[config.mk]
export PLATFORM = sky130hd
export DESIGN_NAME = branch_predict_unit_flat
export DESIGN_NICKNAME = d
export VERILOG_FILES = /design/src/rtl/bpu_if.sv /design/src/rtl/branch_predict_unit.sv /design/src/flat_wrapper.sv
export SDC_FILE = /design/constraint.sdc
export NUM_CORES = 1
export LEC_CHECK = 0
export ABC_AREA = 1
export CAP_MARGIN = 20
export CORE_MARGIN = 4
export CORE_UTILIZATION = 25
export CTS_CLUSTER_DIAMETER = 80
export DETAILED_ROUTE_END_ITERATION = 12
export GPL_TIMING_DRIVEN = 0
export PLACE_DENSITY = 0.41
export SYNTH_ARGS = -nofsm -noshare
export SYNTH_HDL_FRONTEND = slang
export SYNTH_SLANG_ARGS = --single-unit
[constraint.sdc]
create_clock -name clock -period 2 [get_ports clock]
set_clock_uncertainty 0.15 [all_clocks]
set_input_delay 0.3 -clock clock [delete_from_list [all_inputs] [get_ports clock]]
set_output_delay 0.3 -clock clock [all_outputs]
set_load 0.05 [all_outputs]
[src/rtl/bpu_if.sv]
// Fetch lookup and MEM resolution bus between the pipeline and the branch predictor.
// The master drives PCs and resolved outcomes; the slave returns predictions and redirects.
interface bpu_if #(
  parameter int bPC   = 7,
  parameter int bSTAT = 16
);
  logic [bPC-1:0]   if_pc;
  logic             pred_taken;
  logic [bPC-1:0]   pred_target;
  logic             upd_valid;
  logic [bPC-1:0]   upd_pc;
  logic             upd_taken;
  logic [bPC-1:0]   upd_target;
  logic             upd_pred_taken;
  logic [bPC-1:0]   upd_pred_target;
  logic             mispredict;
  logic [bPC-1:0]   redirect_pc;
  logic [bSTAT-1:0] stat_branches;
  logic [bSTAT-1:0] stat_mispred;

  modport master (
    output if_pc, upd_valid, upd_pc, upd_taken, upd_target, upd_pred_taken, upd_pred_target,
    input  pred_taken, pred_target, mispredict, redirect_pc, stat_branches, stat_mispred
  );

  modport slave (
    input  if_pc, upd_valid, upd_pc, upd_taken, upd_target, upd_pred_taken, upd_pred_target,
    output pred_taken, pred_target, mispredict, redirect_pc, stat_branches, stat_mispred
  );
endinterface

[src/rtl/branch_predict_unit.sv]
// Direct-mapped BTB with per-entry saturating counters, combinational fetch lookup,
// MEM-stage update, mispredict/redirect generation and saturating statistics.
module branch_predict_unit #(
  parameter int bPC   = 7,
  parameter int bIDX  = 4,
  parameter int bCTR  = 2,
  parameter int bSTAT = 16
) (
  input logic  clock,
  input logic  reset,
  bpu_if.slave bus
);
  localparam int DEPTH = 1 << bIDX;
  localparam int bTAG  = bPC - bIDX - 2;
  localparam logic [bPC-1:0]   PC_STEP  = bPC'(4);
  localparam logic [bCTR-1:0]  CTR_MAX  = '1;
  localparam logic [bCTR-1:0]  CTR_WT   = bCTR'(1) << (bCTR - 1);
  localparam logic [bSTAT-1:0] STAT_MAX = '1;

  logic            valid_vec  [DEPTH];
  logic [bTAG-1:0] tag_vec    [DEPTH];
  logic [bPC-1:0]  target_vec [DEPTH];
  logic [bCTR-1:0] ctr_vec    [DEPTH];

  logic [bIDX-1:0] if_idx, upd_idx;
  logic [bTAG-1:0] if_tag, upd_tag;
  logic            if_hit, upd_hit;
  logic            wr_en;
  logic [bCTR-1:0] ctr_cur, ctr_d;
  logic [bPC-1:0]  target_d;

  // PC bits [1:0] are always zero for word-aligned instructions.
  logic unused_pc_bits;
  assign unused_pc_bits = ^{bus.if_pc[1:0], bus.upd_pc[1:0]};

  assign if_idx  = bus.if_pc[bIDX+1:2];
  assign if_tag  = bus.if_pc[bPC-1:bIDX+2];
  assign upd_idx = bus.upd_pc[bIDX+1:2];
  assign upd_tag = bus.upd_pc[bPC-1:bIDX+2];

  // Lookup reads the registered table, so a same-cycle update is not visible yet.
  assign if_hit          = valid_vec[if_idx] && (tag_vec[if_idx] == if_tag);
  assign bus.pred_taken  = if_hit && ctr_vec[if_idx][bCTR-1];
  assign bus.pred_target = bus.pred_taken ? target_vec[if_idx] : bus.if_pc + PC_STEP;

  assign upd_hit = valid_vec[upd_idx] && (tag_vec[upd_idx] == upd_tag);
  assign ctr_cur = ctr_vec[upd_idx];

  always_comb begin
    wr_en    = 1'b0;
    ctr_d    = ctr_cur;
    target_d = target_vec[upd_idx];
    if (bus.upd_valid) begin
      if (upd_hit) begin
        wr_en = 1'b1;
        if (bus.upd_taken) begin
          ctr_d    = (ctr_cur == CTR_MAX) ? ctr_cur : ctr_cur + bCTR'(1);
          target_d = bus.upd_target;
        end else begin
          ctr_d = (ctr_cur == '0) ? ctr_cur : ctr_cur - bCTR'(1);
        end
      end else if (bus.upd_taken) begin
        // Only taken branches earn an entry; they start weakly taken.
        wr_en    = 1'b1;
        ctr_d    = CTR_WT;
        target_d = bus.upd_target;
      end
    end
  end

  for (genvar gi = 0; gi < DEPTH; gi++) begin : g_entry
    logic            valid_q;
    logic [bTAG-1:0] tag_q;
    logic [bPC-1:0]  target_q;
    logic [bCTR-1:0] ctr_q;

    always_ff @(posedge clock) begin
      if (reset) begin
        valid_q  <= 1'b0;
        tag_q    <= '0;
        target_q <= '0;
        ctr_q    <= '0;
      end else if (wr_en && (upd_idx == bIDX'(gi))) begin
        valid_q  <= 1'b1;
        tag_q    <= upd_tag;
        target_q <= target_d;
        ctr_q    <= ctr_d;
      end
    end

    assign valid_vec[gi]  = valid_q;
    assign tag_vec[gi]    = tag_q;
    assign target_vec[gi] = target_q;
    assign ctr_vec[gi]    = ctr_q;
  end

  assign bus.mispredict = bus.upd_valid &&
                          ((bus.upd_taken != bus.upd_pred_taken) ||
                           (bus.upd_taken && (bus.upd_target != bus.upd_pred_target)));
  assign bus.redirect_pc = !bus.upd_valid ? '0 :
                           bus.upd_taken  ? bus.upd_target : bus.upd_pc + PC_STEP;

  logic [bSTAT-1:0] stat_br_q, stat_br_d;
  logic [bSTAT-1:0] stat_mp_q, stat_mp_d;

  always_comb begin
    stat_br_d = stat_br_q;
    stat_mp_d = stat_mp_q;
    if (bus.upd_valid) begin
      if (stat_br_q != STAT_MAX) stat_br_d = stat_br_q + bSTAT'(1);
      if (bus.mispredict && (stat_mp_q != STAT_MAX)) stat_mp_d = stat_mp_q + bSTAT'(1);
    end
  end

  always_ff @(posedge clock) begin
    if (reset) begin
      stat_br_q <= '0;
      stat_mp_q <= '0;
    end else begin
      stat_br_q <= stat_br_d;
      stat_mp_q <= stat_mp_d;
    end
  end

  assign bus.stat_branches = stat_br_q;
  assign bus.stat_mispred  = stat_mp_q;
endmodule
[src/flat_wrapper.sv]
// flat-port wrapper written by rule: the top's interface ports become plain ports
module branch_predict_unit_flat 
#(
  parameter int bPC   = 7,
  parameter int bIDX  = 4,
  parameter int bCTR  = 2,
  parameter int bSTAT = 16
)
  (clock, reset, bus_if_pc, bus_upd_valid, bus_upd_pc, bus_upd_taken, bus_upd_target, bus_upd_pred_taken, bus_upd_pred_target, bus_pred_taken, bus_pred_target, bus_mispredict, bus_redirect_pc, bus_stat_branches, bus_stat_mispred);
  bpu_if #(.bPC(bPC), .bSTAT(bSTAT)) bus_i ();
  input logic clock;
  input logic reset;
  input wire logic [$bits(bus_i.if_pc)-1:0] bus_if_pc;
  input wire logic [$bits(bus_i.upd_valid)-1:0] bus_upd_valid;
  input wire logic [$bits(bus_i.upd_pc)-1:0] bus_upd_pc;
  input wire logic [$bits(bus_i.upd_taken)-1:0] bus_upd_taken;
  input wire logic [$bits(bus_i.upd_target)-1:0] bus_upd_target;
  input wire logic [$bits(bus_i.upd_pred_taken)-1:0] bus_upd_pred_taken;
  input wire logic [$bits(bus_i.upd_pred_target)-1:0] bus_upd_pred_target;
  output wire logic [$bits(bus_i.pred_taken)-1:0] bus_pred_taken;
  output wire logic [$bits(bus_i.pred_target)-1:0] bus_pred_target;
  output wire logic [$bits(bus_i.mispredict)-1:0] bus_mispredict;
  output wire logic [$bits(bus_i.redirect_pc)-1:0] bus_redirect_pc;
  output wire logic [$bits(bus_i.stat_branches)-1:0] bus_stat_branches;
  output wire logic [$bits(bus_i.stat_mispred)-1:0] bus_stat_mispred;
  assign bus_i.if_pc = bus_if_pc;
  assign bus_i.upd_valid = bus_upd_valid;
  assign bus_i.upd_pc = bus_upd_pc;
  assign bus_i.upd_taken = bus_upd_taken;
  assign bus_i.upd_target = bus_upd_target;
  assign bus_i.upd_pred_taken = bus_upd_pred_taken;
  assign bus_i.upd_pred_target = bus_upd_pred_target;
  assign bus_pred_taken = bus_i.pred_taken;
  assign bus_pred_target = bus_i.pred_target;
  assign bus_mispredict = bus_i.mispredict;
  assign bus_redirect_pc = bus_i.redirect_pc;
  assign bus_stat_branches = bus_i.stat_branches;
  assign bus_stat_mispred = bus_i.stat_mispred;
  branch_predict_unit #(.bPC(bPC), .bIDX(bIDX), .bCTR(bCTR), .bSTAT(bSTAT)) u_core (.clock(clock), .reset(reset), .bus(bus_i));
endmodule
-- After elaboration in Yosys (flattened, before gate mapping)
Index checks and enable logic that the tools add are counted.
- register bits: 208
- output and inout port bits: 48
- add/subtract/negate cells: 6
- magnitude comparators: 2
- equality and inequality tests: 22
- muxes and demuxes: 38
- bitwise operators: 2
- reduce and logical (&&, ||, !) cells: 27
- operators by type and width (cell ; count):
    2-to-1 mux 7 bit ; 9
    binary-select mux 7 bit (select 4 bit) ; 2
    adder 16 x 1 -> 16 bit, second input constant ; 2
    equality test 4 bit, second input constant ; 8
    != test 16 bit, second input constant ; 2
    logical AND 1 bit ; 22
    2-to-1 mux 2 bit ; 10
    binary-select mux 1 bit (select 4 bit) ; 4
    binary-select mux 2 bit (select 4 bit) ; 2
    equality test 4 x 3 -> 1 bit, second input constant ; 4
    adder 7 x 3 -> 7 bit, second input constant ; 2
    2-to-1 mux 1 bit ; 11
    >= comparator 5 bit, second input constant ; 2
    inverter 4 -> 5 bit ; 2
    equality test 4 x 2 -> 1 bit, second input constant ; 2
    != test 7 bit ; 1
    equality test 4 x 1 -> 1 bit, second input constant ; 1
    logical NOT 4 bit ; 1
    AND reduction 2 bit ; 2
    adder 2 x 1 -> 2 bit, second input constant ; 1
    equality test 1 bit ; 2
    equality test 2 bit, second input constant ; 1
    logical NOT 2 bit ; 1
    subtractor 2 x 1 -> 2 bit, second input constant ; 1
    2 further kinds ; 2

-- Logic depth before layout (Yosys ltp)
Gate-level depths: netlist (run 1).
- depth in word-level cells: 9
- gate-level depth with buffers: 17
- mapped depth without buffers: 14

-- Worst setup path after synthesis (run 1)
OpenSTA, ideal clock, no wires.
- path type: input -> output
- start point: in bus_if_pc[2]
- end point: out bus_pred_target[2]
- arrival time: 2908 ps
- data required time: 1550 ps
- setup slack: -1358 ps
- stages: 13
- cells stage by stage: clkbuf_1 -> inv_1 -> buf_2 -> a21oi_1 -> o21ai_0 -> nand2_1 -> nand2_1 -> nand2_1 -> nand2_1 -> nand3_1 -> nand2_1 -> clkbuf_1 -> o21ai_0
- cells in the longest elaborated chain, start to end: 8
- elaborated cells between the ends (all ways): 18
- classes of those cells: add/sub: 1; eq/ne: 1; mux: 13; bitwise: 1; reduce/logical: 2
- RTL lines (item ; line ; text):
    from (decl) ; flat_wrapper.sv:13 ; input wire logic [$bits(bus_i.if_pc)-1:0] bus_if_pc;
    inverter 4 -> 5 bit (implied by the code) (*) ; branch_predict_unit.sv:42, branch_predict_unit.sv:43 ;
    binary-select mux 1 bit (select 4 bit) ; branch_predict_unit.sv:42 ; assign if_hit = valid_vec[if_idx] && (tag_vec[if_idx] == if_tag);
    2-to-1 mux 1 bit (implied by the code) (2 in series) ; branch_predict_unit.sv:42 ;
    equality test 1 bit ; branch_predict_unit.sv:42 ;
    logical AND 1 bit ; branch_predict_unit.sv:42 ;
    logical AND 1 bit (*) ; branch_predict_unit.sv:43 ; assign bus.pred_taken = if_hit && ctr_vec[if_idx][bCTR-1];
    named net bus_pred_taken ; flat_wrapper.sv:20 ; output wire logic [$bits(bus_i.pred_taken)-1:0] bus_pred_taken;
    2-to-1 mux 7 bit (*) ; branch_predict_unit.sv:44 ; assign bus.pred_target = bus.pred_taken ? target_vec[if_idx] : bus.if_pc + PC_STEP;
    to (decl) ; flat_wrapper.sv:21 ; output wire logic [$bits(bus_i.pred_target)-1:0] bus_pred_target;
Mark *: on every way through the listed nets, which the timed path passes. The rest lies on a longest branch. The select of a mux whose other input is x is not followed.

-- Final worst setup path (run 1)
- start point: in bus_if_pc[4]
- end point: out bus_pred_target[3]
- cells in the longest elaborated chain, start to end: 8
- elaborated cells between the ends (all ways): 17
- classes of those cells: eq/ne: 1; mux: 13; bitwise: 1; reduce/logical: 2
- RTL lines (item ; line):
    inverter 4 -> 5 bit (implied by the code) (*) ; branch_predict_unit.sv:42, branch_predict_unit.sv:43, branch_predict_unit.sv:44
    binary-select mux 1 bit (select 4 bit) ; branch_predict_unit.sv:42
    2-to-1 mux 1 bit (implied by the code) (2 in series) ; branch_predict_unit.sv:42
    equality test 1 bit ; branch_predict_unit.sv:42
    logical AND 1 bit ; branch_predict_unit.sv:42
    logical AND 1 bit ; branch_predict_unit.sv:43
    2-to-1 mux 7 bit (*) ; branch_predict_unit.sv:44
Every way passes the cells marked *; elsewhere a longest branch is shown, timed or not. The select of a mux whose other input is x is not followed.

==> metrics.md, run 1 <==
| Metric | Value |
|---|---|
| Data arrival time of the worst path | `roughly 2.4 ns` |
| IO buf count | `78` |
| Vias | `roughly 14,000` |
| Layout cell share with drive strength beyond 1 | `32.3%` |
| Hold WS | `~0.15 ns` |
| Synth area leaders | `dfxtp_1 35%, nand2_1 14%, a21oi_1 9.0%, nand3_1 7.9%, o21ai_0 7.9%` |
| Fin crit share | `141%` |
| Critical path class | `in -> out` |
| Critical Path RT | `1.55 ns` |
| Clock Path Buffers | `3` |
| Mux cell area share after synthesis | `0%` |
| GP Congestion | `0.929` |
| Seq/Total Area, Yosys | `a little over a third` |
| Slowest cell on crit path | `clkbuf_1` |
| Total grt overflow | `0` |
| Fillers | `4,809` |
| DR WL/cell | `about 24 µm` |
| Crit Reg-Reg Endpoint | `u_core.g_entry[10].target_q[5]$_SDFFE_PP0P_` |
| Ys Warns | `0` |
| Crit path launch type | `primary input` |
| Final wirelength | `roughly 65,000 µm` |
| Simple-gate area share of the yosys netlist | `30.9%` |
| Max-Cap Viols | `0` |
| Vias in the first global route | `roughly 13,000` |
| Area share of the largest cell type after synthesis | `approximately a third` |
| Leak | `about 0.007 µW` |
| Sequential cell area | `between 4000 and 5000 µm²` |
| Compound-cell area share of the yosys netlist | `20.2%` |
| Synthesized instance count | `around 1,900` |
| Mean Syn Cell Area | `between 6 and 7 µm²` |
| Total CTS buffers | `29` |
| Max-slew headroom | `22.7%` |
| Final-report hold violation count | `0` |
| Xor-xnor portion of the synthesized cell area | `between 1.5 and 2%` |
| H-tree levels | `1` |
| Global routing usage on met1 | `between 30% and 40%` |
| Netlist Area Pre-Place | `~12,000 µm²` |
| Hold buffers post-CTS | `0` |
| Worst hold endpoint | `u_core.g_entry[10].target_q[2]$_SDFFE_PP0P_` |
| Die height | `approximately 230 µm` |
| Antenna Cells | `0` |
| Worst reg-to-reg setup slack | `-0.37 ns` |
| Die area | `between 50,000 and 60,000 µm²` |
| Antenna-violating nets left | `0` |
| CP max stage delay | `0.68 ns` |
| Largest net degree at the start of global routing | `16` |
| Adder-Cell Fraction of Synth Area | `less than 1%` |
| Cell Pwr Density | `681 nW/µm²` |
| IO Pins | `81` |
| Min setup slack post-route | `-0.826 ns` |
| Hold WC Path Type | `in -> reg` |
| Detailed Routing Iterations Pass 1 | `5` |
| CP Max Fanout | `10` |
| Grt peak-use layer | `met2` |
| Final setup fails | `226` |
| Multi-input gate area | `8380 µm²` |
| Worst hold stages | `6` |
| Achievable Freq | `354 MHz` |
| Pre-CTS WS | `-2.25 ns` |
| Peak supply drop | `a little over 0.0007 V` |
| RSZ-0062 raised after global routing | `true` |
| Final min period | `2.83 ns` |
| Post-route DRC | `0` |
| Tightest Pin Transition | `approximately 1.2 ns` |
| Initial antenna violation count | `0` |
| Post-layout util | `39.9%` |
| GR Util met3 | `under 10%` |
| Detailed Route Iter0 Violations | `1,413` |
| Initial Util | `~26%` |
| #FFs+latches synth | `around 210` |
| Synth area leader | `dfxtp_1` |
| GRT Util Overall | `between 20% and 30%` |
| First-pass GRT wire length | `92,400 µm` |
| RR Startpoint | `u_core.g_entry[2].tag_q$_SDFFE_PP0P_` |
| CP endpoint kind | `output pin` |
| TritonCTS clock tree | `yes` |
| Clock Latency Late Sink | `0.60 ns` |
| Critical-path cell list | `clkbuf_4 > clkbuf_1 > o211ai_1 > o211ai_1 > nand3_1 > nand2_4 > nand2_4 > buf_8` |
| Clock-pin slew on the worst setup and hold paths | `roughly 0.050 ns` |
| Failing checks | `negative setup slack` |
| Die width | `227 µm` |
| Clock root buffer | `clkbuf_16` |
| GRT met2 Usage | `a little under two fifths` |
| Min-delay src | `bus_upd_target[2]` |
| Area growth from synthesis to layout | `56.4%` |
| DP HPWL | `between 40,000 and 50,000 µm` |
| Via-to-Cell Ratio | `5.23` |
| Netlist cell types | `37` |
| Run status | `complete, but fails checks` |
| Row Count | `79` |
| Sink Count | `208` |
| Syn Nets | `about 1,900` |
| FF-to-FF path depth | `18` |
| Largest family of logic cells by synthesized area | `simple AND/OR/NAND/NOR gates` |
| Final-report max-slew violation count | `0` |
| Core area | `between 40,000 and 50,000 µm²` |
| Final TNS setup | `-59.30 ns` |
| Nets | `between 2,000 and 2,500` |
cell families (layout without fill, tap and decap cells):
logic type,Yosys count,in the layout
simple gates,904,904
compound gates,459,459
flops,208,208
fa+ha+maj,7,7
xor+xnor,26,26
buf+inv,289,527
state kept, by name, indices dropped and copies added (netlist names):
name                      cells
u_core.g_entry.valid_q       16
u_core.bus.stat_branches     16
u_core.g_entry.ctr_q         32
u_core.g_entry.target_q     112
u_core.bus.stat_mispred      16
u_core.g_entry.tag_q         16
layer usage:
| metal | up-vias | share of wire [%] |
|---|---|---|
| li1 | 6679 | - |
| met1 | 6776 | 41 |
| met2 | 692 | 45 |
| met3 | 167 | 9.0 |
| met4 | 0 | 5.2 |
| met5 | - | 0 |
worst max-delay path, delay by kind of cell:
family | cells | cell delay (ns)
simple gates | 3 | 0.41
buf+inv | 3 | 1.09
compound gates | 2 | 0.55
how the worst max path moves through the flow:
stage / startpoint / end / slack, ns / depth (start not counted)
2_1_floorplan: bus_if_pc[2] / bus_pred_target[4] / -0.11 / 11
3_3_place_gp: bus_if_pc[3] / bus_pred_target[0] / -2.29 / 11
3_5_place_dp: bus_if_pc[3] / bus_pred_target[0] / -2.25 / 11
4_1_cts: u_core.g_entry[1].ctr_q[1]$_SDFFE_PP0P_ / bus_pred_target[2] / -0.76 / 10
5_1_grt: u_core.g_entry[1].tag_q$_SDFFE_PP0P_ / bus_pred_target[4] / -0.84 / 12
6_report: bus_if_pc[4] / bus_pred_target[3] / -0.83 / 8
cells in the mapped netlist:
cell type,count
nor2_1,225
nand2_2,4
o32ai_1,1
and2_0,1
nor3b_1,2
nand3_2,2
o21ai_1,11
nand2_1,456
a211oi_1,1
buf_1,5
o211ai_1,20
o22ai_1,10
a21oi_1,216
buf_2,23
clkinv_1,3
o21ai_0,188
o31ai_1,4
xnor2_1,6
nand4_1,5
o221ai_1,1
inv_1,157
a31oi_1,1
buf_4,30
nor2_2,1
a31oi_4,1
o21bai_1,1
nand3_1,188
clkbuf_1,49
nor4_1,4
buf_6,20
a21oi_2,3
dfxtp_1,208
nor3_1,16
xor2_1,20
o311ai_0,1
inv_2,2
ha_1,7
layout by cell type, fill, tap and decap left out, types with 30 or more instances in the layout:
| cell | n |
|---|---|
| dfxtp_1 | 176 |
| buf_8 | 31 |
| nor2_1 | 180 |
| inv_1 | 135 |
| clkbuf_16 | 38 |
| nand2_4 | 41 |
| buf_6 | 47 |
| clkdlybuf4s50_1 | 30 |
| nand2_1 | 352 |
| o21ai_0 | 161 |
| buf_12 | 39 |
| a21oi_1 | 143 |
| o21ai_1 | 31 |
| nand3_2 | 65 |
| nand3_1 | 103 |
| buf_4 | 61 |
| a21oi_2 | 73 |
| nand2_2 | 51 |
repair_timing:
| action | in CTS | in global routing |
|---|---|---|
| setup buffers | 68 | 26 |
| resized for setup | 603 | 315 |
| setup endpoints to repair | 246 | 253 |
| cloned | 24 | 5 |
| hold endpoints to repair | 0 | 0 |
| pin swaps | 94 | 80 |
cell type report:
class | instances | area share [%]
clock inverter | 16 | 1.24
buffer | 123 | 7.07
timing repair buffer | 188 | 12.5
tap | 607 | 4.05
inverter | 162 | 3.45
multi-input combinational | 1396 | 44.7
clock buffer | 38 | 4.43
sequential | 208 | 22.5
stage by stage:
step / area (µm²) / total power, µW / std cells
2_1_floorplan: 12200 / 5370 / 1893
4_1_cts: 17500 / 12700 / 2724
3_5_place_dp: 13800 / 6120 / 2578
3_3_place_gp: 13800 / 6130 / 2578
6_report: 18700 / 12800 / 2738
5_1_grt: 18700 / 13200 / 2738
power by group:
| part | leakage, µW | switching (µW) | total, µW | internal [µW] |
|---|---|---|---|---|
| sequential | 0.00170 | 38.0 | 4220 | 4190 |
| clock | 0.000531 | 2220 | 5800 | 3570 |
| combinational | 0.00488 | 1730 | 2740 | 1010 |
| total | 0.00711 | 3990 | 12800 | 8770 |
Power figures use the tool's default switching activity.
==> inputs of run 2 (changes only) <==
Settings changed: CORE_MARGIN 4 to 8, PLACE_DENSITY 0.41 to 0.44.
Clock period 2 ns to 3.5 ns, I/O delays scaled along.
==> run 2 against run 1 <==
  * Power shrank 48%
  * Setup slack gained 0.89 ns
  * First-iteration DRC count shrank 8.6%
  * The run now ends clean
  * Clock-buffer cell count grew 2
  * Core utilization shrank 9.0 points
  * Wire length shrank 11%
  * Largest cell class unchanged
  * Die area grew 7.2%
==> metrics.md, run 2 (synthesis gave the netlist of run 1 again) <==
| Metric | Value |
|---|---|
| Final-report hold violation count | `0 (unchanged)` |
| Final-report max-slew violation count | `0 (unchanged)` |
| RR Startpoint | `u_core.bus.stat_mispred[0]$_SDFFE_PP0P_` |
| Clock Latency Late Sink | `0.57 ns (-0.03 ns)` |
| Critical Path RT | `2.82 ns (+1.27 ns)` |
| Die height | `235 µm (+3.5%)` |
| Fin crit share | `98.1%` |
| Leak | `0.00563 µW (-21%)` |
| TritonCTS clock tree | `yes` |
| Crit Reg-Reg Endpoint | `u_core.bus.stat_mispred[12]$_SDFFE_PP0P_` |
| Antenna Cells | `0 (unchanged)` |
| Hold WS | `0.311 ns (+0.164 ns)` |
| Clock Path Buffers | `3 (unchanged)` |
| DR WL/cell | `21.9 µm (-7.2%)` |
| Final setup fails | `0 (-100%)` |
| Antenna-violating nets left | `0 (unchanged)` |
| Detailed Route Iter0 Violations | `1,291 (-8.6%)` |
| Commonest non-fill, non-tap cell in the layout | `nand2_1` |
| Peak supply drop | `0.000313 V (-56%)` |
| Post-layout util | `30.9% (-9.0 points)` |
| DP HPWL | `41,700 µm (-2.9%)` |
| Nets | `2,042 (-4.9%)` |
| Die area | `55,200 µm² (+7.2%)` |
| Fillers | `5,272 (+9.6%)` |
| CP endpoint kind | `output pin` |
| Crit path launch type | `primary input` |
| Data arrival time of the worst path | `2.76 ns (+0.38 ns)` |
| Sink Count | `208 (unchanged)` |
| Min-delay src | `u_core.g_entry[14].tag_q$_SDFFE_PP0P_` |
| Final wirelength | `57,900 µm (-11%)` |
| Initial antenna violation count | `3 (+3)` |
| Design area | `14,700 µm² (-22%)` |
| Worst hold endpoint | `u_core.g_entry[14].tag_q$_SDFFE_PP0P_` |
| Worst hold stages | `2 (-4)` |
| Max-slew headroom | `28.5% (+5.9 points)` |
| Most frequent cells in the layout | `454 x nand2_1, 220 x nor2_1, 216 x a21oi_1, 208 x dfxtp_1, 187 x nand3_1` |
| Final min period | `3.43 ns` |
| Largest regs | `u_core.g_entry.target_q: 112 flops, u_core.g_entry.ctr_q: 32 flops` |
| Top reg by flops | `u_core.g_entry.target_q` |
| Area growth from synthesis to layout | `22.7%` |
| Clock-pin slew on the worst setup and hold paths | `0.06 ns (about the same)` |
| First-pass GRT wire length | `85,000 µm (-7.9%)` |
| Initial Util | `25.2% (-0.32 points)` |
| IO Pins | `81 (unchanged)` |
| Placement Cell Area | `13,500 µm² (-1.8%)` |
| H-tree levels | `1 (unchanged)` |
| Row Count | `80 (+1.3%)` |
| Achievable Freq | `roughly 290 MHz` |
| Final TNS setup | `0 ns (+59.30 ns)` |
| Clock root buffer | `clkbuf_16` |
| Die width | `235 µm (+3.5%)` |
| Vias in the first global route | `12,900 (-4.1%)` |
| Largest net degree at the start of global routing | `21 (+5)` |
| RSZ-0062 raised after global routing | `false` |
| Total grt overflow | `0 (unchanged)` |
| FF-to-FF path depth | `10 (-8)` |
| Total CTS buffers | `28 (-3.4%)` |
| Layout cell share with drive strength beyond 1 | `8.99% (-23 points)` |
| Design Power | `6670 µW (-48%)` |
| Run status | `finished clean` |
| Hold WC Path Type | `reg -> reg` |
| Max-Cap Viols | `0 (unchanged)` |
| CP Max Fanout | `11 (+1)` |
| Vias | `13,600 (-5.3%)` |
| Cell Pwr Density | `454 nW/µm² (-33%)` |
| GRT Util Overall | `20.0% (-4.2 points)` |
| Tightest Pin Transition | `1.07 ns (-0.0879 ns)` |
| Critical path class | `in -> out` |
| IO buf count | `78 (unchanged)` |
| Core area | `47,500 µm² (+1.3%)` |
| Post-route DRC | `0 (unchanged)` |
| Via-to-Cell Ratio | `5.13 (-1.8%)` |
| Worst reg-to-reg setup slack | `0.81 ns (+1.18 ns)` |
| Detailed Routing Iterations Pass 1 | `6 (+1)` |
| Largest register FFs | `112 (unchanged)` |
| GP Congestion | `0.907 (-2.3%)` |
-- run 2: cell types whose count changed in the layout (fill, tap and decap cells not counted), moves of 32 or more --
cell	delta
nand3_2	-62
buf_12	-39
nand3_1	+84
nand2_4	-40
a21oi_2	-71
nor2_1	+40
dfxtp_1	+32
nand2_1	+102
a21oi_1	+73
nand2_2	-46
-- run 2: where the power goes --
group / internal (µW) / leakage [µW] / switching [µW] / total (µW)
clock: 2040 / 0.000509 / 1180 / 3220
combinational: 280 / 0.00344 / 753 / 1030
sequential: 2390 / 0.00168 / 19.9 / 2410
total: 4720 / 0.00563 / 1950 / 6670
-- run 2: worst max-delay path: stages --
cell,delay [ns]
clkdlybuf4s50_1,0.54
inv_1,0.30
buf_4,0.29
buf_4,0.27
ha_1,0.28
nand3_1,0.11
nand2_1,0.08
clkdlybuf4s15_2,0.34
-- run 2: how the worst max path moves through the flow --
stage,depth (start not counted),from,end,slack [ns]
final,8,bus_upd_pc[3],bus_redirect_pc[3],0.07
after global placement,11,bus_if_pc[2],bus_pred_target[3],-1.61
after detailed placement,11,bus_if_pc[2],bus_pred_target[4],-1.56
after global routing,13,bus_if_pc[2],bus_pred_target[5],0.006
after CTS,11,bus_if_pc[3],bus_pred_target[1],0.01
after floorplan,13,bus_if_pc[2],bus_pred_target[2],-0.31
-- run 2: layout make-up --
class | count | area, µm² | area share [%]
plain buffers | 126 | 851 | 5.79
clock buffers | 40 | 847 | 5.76
repair buffers | 80 | 767 | 5.22
multi-input cells | 1396 | 6490 | 44.2
well taps | 615 | 769 | 5.24
flip-flops and latches | 208 | 4160 | 28.3
clock inverters | 12 | 194 | 1.32
inverters | 162 | 613 | 4.17
-- run 2: per-layer routing --
layer	GRT usage, %	wire length [µm]
met5	0	27
met4	8.40	2540
met3	4.39	4610
met2	32.0	25500
met1	25.9	25200
-- run 2: repair_timing --
action	CTS	global route
pin swaps	5	0
hold buffers	0	0
gates cloned	1	0
setup endpoints to repair	65	17
resized for setup	119	11
setup buffers	1	0
-- run 2: through the flow --
step	instances	setup WS (ns)
after global routing	2639	0.00562
final	2639	0.0652
after global placement	2586	-1.61
after floorplan	1893	-0.308
after detailed placement	2586	-1.56
after CTS	2639	0.0146
==> inputs of run 3 (changes only) <==
Settings changed: CTS_CLUSTER_SIZE set to 28.
==> run 3 against run 2 <==
  * Core utilization decreased by 0.63 points
  * Combinational power about the same
  * Sequential share of layout area grew 0.59 points
  * Die area is the same
  * Wire length barely moved
  * Via count down 0.13%
  * Sequential cell count did not move
  * Clock power is 20% lower
  * Non-clock buffer count unchanged
  * Cell area decreased by 2.0%
  * First-iteration DRC count increased by 0.93%
  * Largest cell class unchanged
==> metrics.md, run 3 (synthesis gave the netlist of run 1 again) <==
| Metric | Value |
|---|---|
| Achievable Freq | `289 MHz (-0.62%)` |
| Leak | `0.00548 µW (-2.7%)` |
| Vias | `13,500 (-0.13%)` |
| Total CTS buffers | `20 (-29%)` |
| Antenna Cells | `0 (unchanged)` |
| Total grt overflow | `0 (unchanged)` |
| Vias in the first global route | `12,800 (-1.2%)` |
| Row Count | `80 (unchanged)` |
| Area growth from synthesis to layout | `20.2%` |
| Die area | `55,200 µm² (unchanged)` |
| Nets | `2,034 (-0.39%)` |
| Detailed Route Iter0 Violations | `1,303 (+0.93%)` |
| Post-route DRC | `0 (unchanged)` |
| Top reg by flops | `u_core.g_entry.target_q` |
| Clock-pin slew on the worst setup and hold paths | `0.07 ns (about the same)` |
| Min setup slack post-route | `0.0439 ns (-0.0213 ns)` |
| GP Congestion | `0.907 (unchanged)` |
| H-tree levels | `1 (unchanged)` |
| Sink Count | `208 (unchanged)` |
| GRT Util Overall | `20.0% (-0.027 points)` |
| Post-layout util | `30.3% (-0.63 points)` |
| Final min period | `3.46 ns (+0.0213 ns)` |
| Hold WS | `0.314 ns (+0.00293 ns)` |
| Cell Pwr Density | `417 nW/µm² (-8.2%)` |
| Via-to-Cell Ratio | `5.16 (+0.48%)` |
| DP HPWL | `41,700 µm (unchanged)` |
| Final setup fails | `0 (unchanged)` |
| First-pass GRT wire length | `84,900 µm (-0.16%)` |
| Peak supply drop | `0.000315 V (+0.71%)` |
| Final-report hold violation count | `0 (unchanged)` |
| CP Max Fanout | `10 (-1)` |
| Critical path class | `in -> out` |
| Largest register FFs | `112 (unchanged)` |
| Most frequent cells in the layout | `454 x nand2_1, 220 x nor2_1, 216 x a21oi_1, 208 x dfxtp_1, 187 x nand3_1` |
| Die width | `235 µm (unchanged)` |
| Design Power | `6000 µW (-10%)` |
| Largest regs | `u_core.g_entry.target_q: 112 flops, u_core.g_entry.ctr_q: 32 flops` |
| Final-report max-slew violation count | `0 (unchanged)` |
| RSZ-0062 raised after global routing | `false` |
| Placement Cell Area | `13,500 µm² (unchanged)` |
| Max-slew headroom | `25.3% (-3.2 points)` |
| Initial Util | `25.2% (unchanged)` |
| Commonest non-fill, non-tap cell in the layout | `nand2_1` |
| Crit path launch type | `primary input` |
| Antenna-violating nets left | `0 (unchanged)` |
| IO Pins | `81 (unchanged)` |
| CP endpoint kind | `output pin` |
| Critical Path RT | `2.82 ns (about the same)` |
| Max-Cap Viols | `0 (unchanged)` |
| Hold WC Path Type | `reg -> reg` |
| Die height | `235 µm (unchanged)` |
| TritonCTS clock tree | `yes` |
| Clock root buffer | `clkbuf_16` |
| Core area | `47,500 µm² (unchanged)` |
| Clock Latency Late Sink | `0.55 ns (-0.02 ns)` |
| Initial antenna violation count | `2 (-1)` |
| Design area | `14,400 µm² (-2.0%)` |
| Clock Path Buffers | `3 (unchanged)` |
| DR WL/cell | `22.1 µm (+0.52%)` |
| Pre-CTS WS | `-1.56 ns (unchanged)` |
| Run status | `finished clean` |
| Data arrival time of the worst path | `2.78 ns (+0.02 ns)` |
| Largest net degree at the start of global routing | `21 (unchanged)` |
| Tightest Pin Transition | `1.12 ns (+0.0439 ns)` |
| Fin crit share | `98.7% (+0.61 points)` |
| Detailed Routing Iterations Pass 1 | `5 (-1)` |
| Layout cell share with drive strength beyond 1 | `8.42% (-0.58 points)` |
| Final wirelength | `57,800 µm (about the same)` |
| IO buf count | `78 (unchanged)` |
-- run 3: power by group --
group	internal, µW	switching (µW)	total [µW]	leakage (µW)
logic	279	751	1030	0.00344
registers	2390	19.9	2410	0.00168
clock network	1350	1210	2560	0.000356
total	4020	1980	6000	0.00548
-- run 3: path summary, 6_finish.rpt --
kind,startpoint,to,slack [ns],cells after the start
worst max-delay path,bus_if_pc[3],bus_pred_target[6],0.04,11
worst min-delay path,u_core.g_entry[14].tag_q$_SDFFE_PP0P_,u_core.g_entry[14].tag_q$_SDFFE_PP0P_,0.31,2
worst max register to register,u_core.bus.stat_mispred[0]$_SDFFE_PP0P_,u_core.bus.stat_mispred[12]$_SDFFE_PP0P_,0.78,10
worst min register to register,u_core.g_entry[14].tag_q$_SDFFE_PP0P_,u_core.g_entry[14].tag_q$_SDFFE_PP0P_,0.31,2
-- run 3: metrics by stage --
stage,instances,TNS (ns)
final,2623,0
after global routing,2623,0
after CTS,2623,0
after detailed placement,2586,-94.91
after global placement,2586,-96.81
after floorplan,1893,-0.616
-- run 3: worst max-delay path: stages --
cell and delay [ns]:
clkdlybuf4s15_2 0.34, buf_4 0.27, clkbuf_4 0.27, clkbuf_4 0.28
o21ai_0 0.12, o211ai_1 0.18, o211ai_1 0.14, nand3_1 0.19
nand2_1 0.08, nand2_1 0.09, buf_2 0.27
-- run 3: metal layers --
metal | up-vias | GRT usage, % | routed length [µm]
met4 | 2 | 8.34 | 2560
met2 | 599 | 31.6 | 25200
met1 | 6390 | 26.5 | 25400
met3 | 143 | 3.89 | 4640
li1 | 6400 | - | -
met5 | - | 0 | 13
-- run 3: final cells by class --
class                           count  area (µm²)
Multi-Input combinational cell   1396        6490
Inverter                          162         613
Clock inverter                     15         231
Tap cell                          615         769
Buffer                            126         853
Sequential cell                   208        4160
Timing Repair Buffer               80         762
Fill cell                        5292       33100
Clock buffer                       21         514
-- run 3: what timing repair did --
| action | in CTS | in global routing |
|---|---|---|
| setup buffers | 1 | 0 |
| pin swaps | 5 | 0 |
| resized for setup | 118 | 12 |
| hold buffers | 0 | 0 |
| cloned | 1 | 0 |
| endpoints found under the setup margin | 74 | 25 |
